--- config.mk ---
export PLATFORM = sky130hd
export DESIGN_NAME = hiscore_ram_arbiter
export DESIGN_NICKNAME = d
export VERILOG_FILES = /design/src/rtl/hiscore_pkg.sv /design/src/rtl/hiscore_ram_arbiter.sv
export SDC_FILE = /design/constraint.sdc
export NUM_CORES = 1
export LEC_CHECK = 0
export CAP_MARGIN = 20
export CORE_ASPECT_RATIO = 0.9
export CORE_MARGIN = 2
export CORE_UTILIZATION = 25
export CTS_CLUSTER_DIAMETER = 80
export DETAILED_ROUTE_END_ITERATION = 7
export PLACE_DENSITY = 0.59
export SLEW_MARGIN = 20
export SYNTH_ARGS = -nofsm -noshare
export SYNTH_HDL_FRONTEND = slang
export SYNTH_SLANG_ARGS = --single-unit
--- constraint.sdc ---
create_clock -name clk_sys -period 3.6 [get_ports clk_sys]
set_input_delay 0.54 -clock clk_sys [delete_from_list [all_inputs] [get_ports clk_sys]]
set_output_delay 0.54 -clock clk_sys [all_outputs]
set_load 0.005 [all_outputs]
--- src/rtl/hiscore_pkg.sv ---
`default_nettype none
// ============================================================================
// Module : hiscore_pkg
// Brief  : Shared state encoding and default constants for the hiscore arbiter
// Rev    : 1.0  initial release
// ============================================================================
package hiscore_pkg;

    localparam int c_DEFAULT_AW          = 11;
    localparam int c_DEFAULT_SETTLE      = 4;
    localparam int c_DEFAULT_HOLD        = 2;
    localparam int c_DEFAULT_VBL_TIMEOUT = 1048576;

    typedef enum logic [2:0] {
        ST_IDLE     = 3'd0,
        ST_WAIT_VBL = 3'd1,
        ST_HALT     = 3'd2,
        ST_GRANT    = 3'd3,
        ST_RELEASE  = 3'd4
    } hs_state_t;

endpackage
`default_nettype wire

--- src/rtl/hiscore_ram_arbiter.sv ---
`default_nettype none
// ============================================================================
// Module : hiscore_ram_arbiter
// Brief  : Halts the game CPU around vblank and hands the work RAM to the
//          hiscore engine, muxing the RAM port between the two masters.
// Rev    : 1.0  initial release
// ============================================================================
module hiscore_ram_arbiter
    import hiscore_pkg::*;
#(
    parameter int AW          = c_DEFAULT_AW,
    parameter int SETTLE      = c_DEFAULT_SETTLE,
    parameter int HOLD        = c_DEFAULT_HOLD,
    parameter int VBL_TIMEOUT = c_DEFAULT_VBL_TIMEOUT
) (
    input  logic          clk_sys,
    input  logic          reset_n,
    input  logic          vblank,
    input  logic          user_pause,
    input  logic          hs_req,
    output logic          hs_grant,
    input  logic [AW-1:0] hs_addr,
    input  logic [7:0]    hs_din,
    input  logic          hs_we,
    output logic [7:0]    hs_dout,
    input  logic [AW-1:0] cpu_addr,
    input  logic [7:0]    cpu_din,
    input  logic          cpu_we,
    output logic [7:0]    cpu_dout,
    output logic [AW-1:0] ram_addr,
    output logic [7:0]    ram_din,
    output logic          ram_we,
    input  logic [7:0]    ram_dout,
    output logic          cpu_pause
);

    localparam int c_DLY_MAX = (SETTLE > HOLD) ? SETTLE : HOLD;
    localparam int c_DW      = (c_DLY_MAX > 1) ? $clog2(c_DLY_MAX) : 1;
    localparam int c_WW      = (VBL_TIMEOUT > 1) ? $clog2(VBL_TIMEOUT) : 1;

    localparam logic [c_DW-1:0] c_SETTLE_LD = c_DW'(SETTLE - 1);
    localparam logic [c_DW-1:0] c_HOLD_LD   = c_DW'(HOLD - 1);
    localparam logic [c_WW-1:0] c_WAIT_LAST = c_WW'(VBL_TIMEOUT - 1);

    hs_state_t       r_state, w_state_nxt;
    logic            r_vbl_d;
    logic            r_halt, w_halt_nxt;
    logic [c_DW-1:0] r_dly, w_dly_nxt;
    logic [c_WW-1:0] r_wait, w_wait_nxt;

    logic w_vbl_rise;
    logic w_grant;
    logic w_cpu_pause;

    assign w_vbl_rise = vblank & ~r_vbl_d;

    always_ff @(posedge clk_sys or negedge reset_n) begin
        if (!reset_n) begin
            r_state <= ST_IDLE;
            r_vbl_d <= 1'b0;
            r_halt  <= 1'b0;
            r_dly   <= '0;
            r_wait  <= '0;
        end else begin
            r_state <= w_state_nxt;
            r_vbl_d <= vblank;
            r_halt  <= w_halt_nxt;
            r_dly   <= w_dly_nxt;
            r_wait  <= w_wait_nxt;
        end
    end

    // One delay counter serves both the settle time before grant and the hold
    // time after it; the two phases can never overlap.
    always_comb begin
        w_state_nxt = r_state;
        w_halt_nxt  = r_halt;
        w_dly_nxt   = r_dly;
        w_wait_nxt  = r_wait;
        case (r_state)
            ST_IDLE: begin
                w_wait_nxt = '0;
                if (hs_req) begin
                    if (user_pause) begin
                        w_state_nxt = ST_HALT;
                        w_halt_nxt  = 1'b1;
                        w_dly_nxt   = c_SETTLE_LD;
                    end else begin
                        w_state_nxt = ST_WAIT_VBL;
                    end
                end
            end
            ST_WAIT_VBL: begin
                if (!hs_req) begin
                    w_state_nxt = ST_IDLE;
                end else if (w_vbl_rise || (r_wait == c_WAIT_LAST)) begin
                    w_state_nxt = ST_HALT;
                    w_halt_nxt  = 1'b1;
                    w_dly_nxt   = c_SETTLE_LD;
                end else begin
                    w_wait_nxt = r_wait + c_WW'(1);
                end
            end
            ST_HALT: begin
                if (!hs_req) begin
                    w_state_nxt = ST_RELEASE;
                    w_dly_nxt   = c_HOLD_LD;
                end else if (r_dly == '0) begin
                    w_state_nxt = ST_GRANT;
                end else begin
                    w_dly_nxt = r_dly - c_DW'(1);
                end
            end
            ST_GRANT: begin
                if (!hs_req) begin
                    w_state_nxt = ST_RELEASE;
                    w_dly_nxt   = c_HOLD_LD;
                end
            end
            ST_RELEASE: begin
                if (r_dly == '0) begin
                    w_state_nxt = ST_IDLE;
                    w_halt_nxt  = 1'b0;
                end else begin
                    w_dly_nxt = r_dly - c_DW'(1);
                end
            end
            default: begin
                w_state_nxt = ST_IDLE;
                w_halt_nxt  = 1'b0;
            end
        endcase
    end

    assign w_grant     = (r_state == ST_GRANT);
    assign w_cpu_pause = user_pause | r_halt;

    assign hs_grant  = w_grant;
    assign cpu_pause = w_cpu_pause;
    assign ram_addr  = w_grant ? hs_addr : cpu_addr;
    assign ram_din   = w_grant ? hs_din  : cpu_din;
    assign ram_we    = w_grant ? hs_we   : (cpu_we & ~w_cpu_pause);
    assign hs_dout   = ram_dout;
    assign cpu_dout  = ram_dout;

endmodule
`default_nettype wire

==> impl_metrics.json <==
{
  "ant_nets": 0,
  "final_util_pct": 34.57,
  "synth_most_common_cell": "dfrtp_1",
  "cts_resized": 0,
  "path_max_fanout": 22,
  "gp_congestion": 0.8152,
  "rows": 30,
  "dp_slack_ns": 1.129,
  "r2r-end": "r_wait[19]",
  "cts.clk_slew.worst_paths_ns": 0.09,
  "fmaxAchievable_ghz": 0.3602,
  "grt_pass1_vias": 1499,
  "finalClockSkew_ns": 0.002062,
  "power_density_nw_per_um2": 376.2,
  "hold_end": "r_halt",
  "yosys.cell_types.count": 42,
  "combPwrFrac_pct": 41.8,
  "clkPwrFrac_pct": 17.8,
  "required_ns": 3.06,
  "fin_crit_ns": 2.776,
  "holdPathStages": 2,
  "hp-class": "flip-flop to flip-flop",
  "io_buffers": 66,
  "root_buffer": "clkbuf_8",
  "synth_top_cell_by_area": "dfrtp_1",
  "start_util_pct": 25.44,
  "setup_viol": 0,
  "die_y_um": 86.72,
  "r2r_start": "r_wait[0]",
  "postCtsSetupBuffers": 0,
  "leakage_nw": 0.9563,
  "drt-vias-per-instance": 4.593,
  "crit_path_end_kind": "primary output",
  "grt_usage_pct": 9.991,
  "setup_ws_ns": 0.8236,
  "grt_pass1_wl_um": 6817,
  "ys_top_cells_by_area": "dfrtp_1, mux2_2, buf_4, a21oi_1, o21ai_0",
  "power_switching_uw": 335.9,
  "antennaDiodeCount": 0,
  "die_area_um2": 8316,
  "clock_latency_ns": 0.27,
  "maxSlewViolCount": 0,
  "grt_max_degree": 28,
  "p_sw_share_pct": 34.57,
  "postCtsHoldBufs": 0,
  "holdCritStartpoint": "r_halt",
  "fin_setup_tns_ns": 0,
  "grt_overflow": 0,
  "max-cap-violations": 0,
  "path_class": "flip-flop to primary output",
  "drc": 0,
  "area_delta_synth_final_pct": 35.88,
  "rsz0062_at_grt": "false",
  "synth-edff-count": 0,
  "dp_hpwl_um": 3245,
  "tightest_slew_ns": 0.4539,
  "synth.top_cell.area_share_pct": 35.55,
  "numCtsBuffers": 3,
  "r2r_slack_ns": 1.68,
  "slew_headroom_pct": 69.74,
  "cts_tree": "yes",
  "drt_iter0_markers": 62,
  "wl_per_cell_um": 12.13,
  "cts_buffer_depth": 2,
  "fin_nets": 315,
  "drive_gt1_share_pct": 13.08,
  "antenna_found_initial": 0,
  "async_flop_share_pct": 100.0,
  "ys_seq_elements": 27,
  "drt-total-wl_um": 4319,
  "vdd_drop_max_v": 0.0002630,
  "synth_fp_nets": 266,
  "vias": 1635,
  "worstSetupStartpointType": "flip-flop",
  "synth_area_per_cell_um2": 8.965,
  "synthCells": 212,
  "fin_crit_sh_pct": 77.12,
  "die_w_um": 95.91,
  "ios": 91,
  "crit_arrival_ns": 2.24,
  "clock_sinks": 27,
  "ys_seq_area_share_pct": 35.55,
  "synth_common_cells": "dfrtp_1, mux2_2, a21oi_1",
  "status": "finished clean",
  "syn-cell-area_um2": 1901,
  "yosysWarnings": 0,
  "r2r_cells": 6,
  "core_um2": 7470,
  "hold_violations": 0,
  "drt_first_pass_iters": 4,
  "synthFlopType": "dfrtp_1",
  "seqPwrFrac_pct": 40.4,
  "htree_levels": 1,
  "internal_power_uw": 635.7
}
-- stage by stage --
step                      std cells  hold WS [ns]  instance area, um2  total power, mW
after global routing            356        0.5685                2582            1.040
final                           356        0.5227                2582           0.9715
after global placement          352        0.5049                2537           0.8031
after floorplan                 212        0.2444                1901           0.6464
after CTS                       356        0.5277                2582           0.9869
after detailed placement        352        0.5064                2537           0.8086
-- power by group through the flow --
stage          registers [mW]  logic (mW)  clock network [mW]
2_1_floorplan           0.362       0.284                   0
3_3_place_gp            0.395       0.408                   0
3_5_place_dp            0.398       0.410                   0
4_1_cts                 0.392       0.412               0.183
5_1_grt                 0.401       0.447               0.191
6_report                0.392       0.406               0.173
-- cell type report --
type	count	area, um2
Clock buffer	4	45.04
Fill cell	795	4887
Inverter	7	26.28
Multi-Input combinational cell	153	1032
Sequential cell	27	675.6
Tap cell	96	120.1
Timing Repair Buffer	69	683.2
-- layout by cell type, fill, tap and decap left out, drive strengths merged, types with 2 or more instances in the layout --
cell type      count
clkdlybuf4s50     66
dfrtp             27
mux2              21
a21oi             18
o21ai             17
nand2             14
or3               12
nand3             11
nor2              10
inv                7
nand4              6
nor3               5
nand2b             4
o211ai             4
clkbuf             4
or4                3
buf                3
and4               3
and2b              2
xor2               2
o31ai              2
nor4               2
nor2b              2
a31oi              2
o21a               2
or2                2
-- layer usage --
layer	track usage [%]	wire length (um)	up-vias
met5	0	0	-
met2	16.85	2038	36
met4	2.208	30	0
met1	13.36	1995	748
met3	1.739	255	5
li1	-	-	846
-- logic make-up after synthesis --
group                    synth area share, %
buffers and inverters                  10.14
flip-flops                             35.55
AND/OR/NAND/NOR                        24.75
AO/OA/AOI/OAI                          14.55
multiplexers                           12.97
XOR/XNOR                               1.383
adder cells (fa/ha/maj)               0.6582
-- flip-flops by register name, summed over array words and instances, names as in the netlist --
signal,cells
r_vbl_d,1
r_halt,1
r_state,3
r_wait,20
r_dly,2
-- worst max-delay path, cell delays in order (launching register included) --
cell	delay [ns]
dfrtp_1	0.54
and2b_1	0.24
nand2_1	0.06
buf_4	0.28
mux2_2	0.39
clkdlybuf4s50_1	0.45
-- how the worst max path moves through the flow --
stage,start,to,slack [ns]
final,r_state[2],ram_din[4],0.82
after global routing,r_state[2],ram_addr[1],0.71
after CTS,r_state[2],ram_din[4],0.80
after detailed placement,r_state[2],ram_din[4],1.13
after global placement,r_state[2],ram_addr[10],1.16
after floorplan,r_state[0],ram_addr[0],1.71
Power figures use the tool's default switching activity.
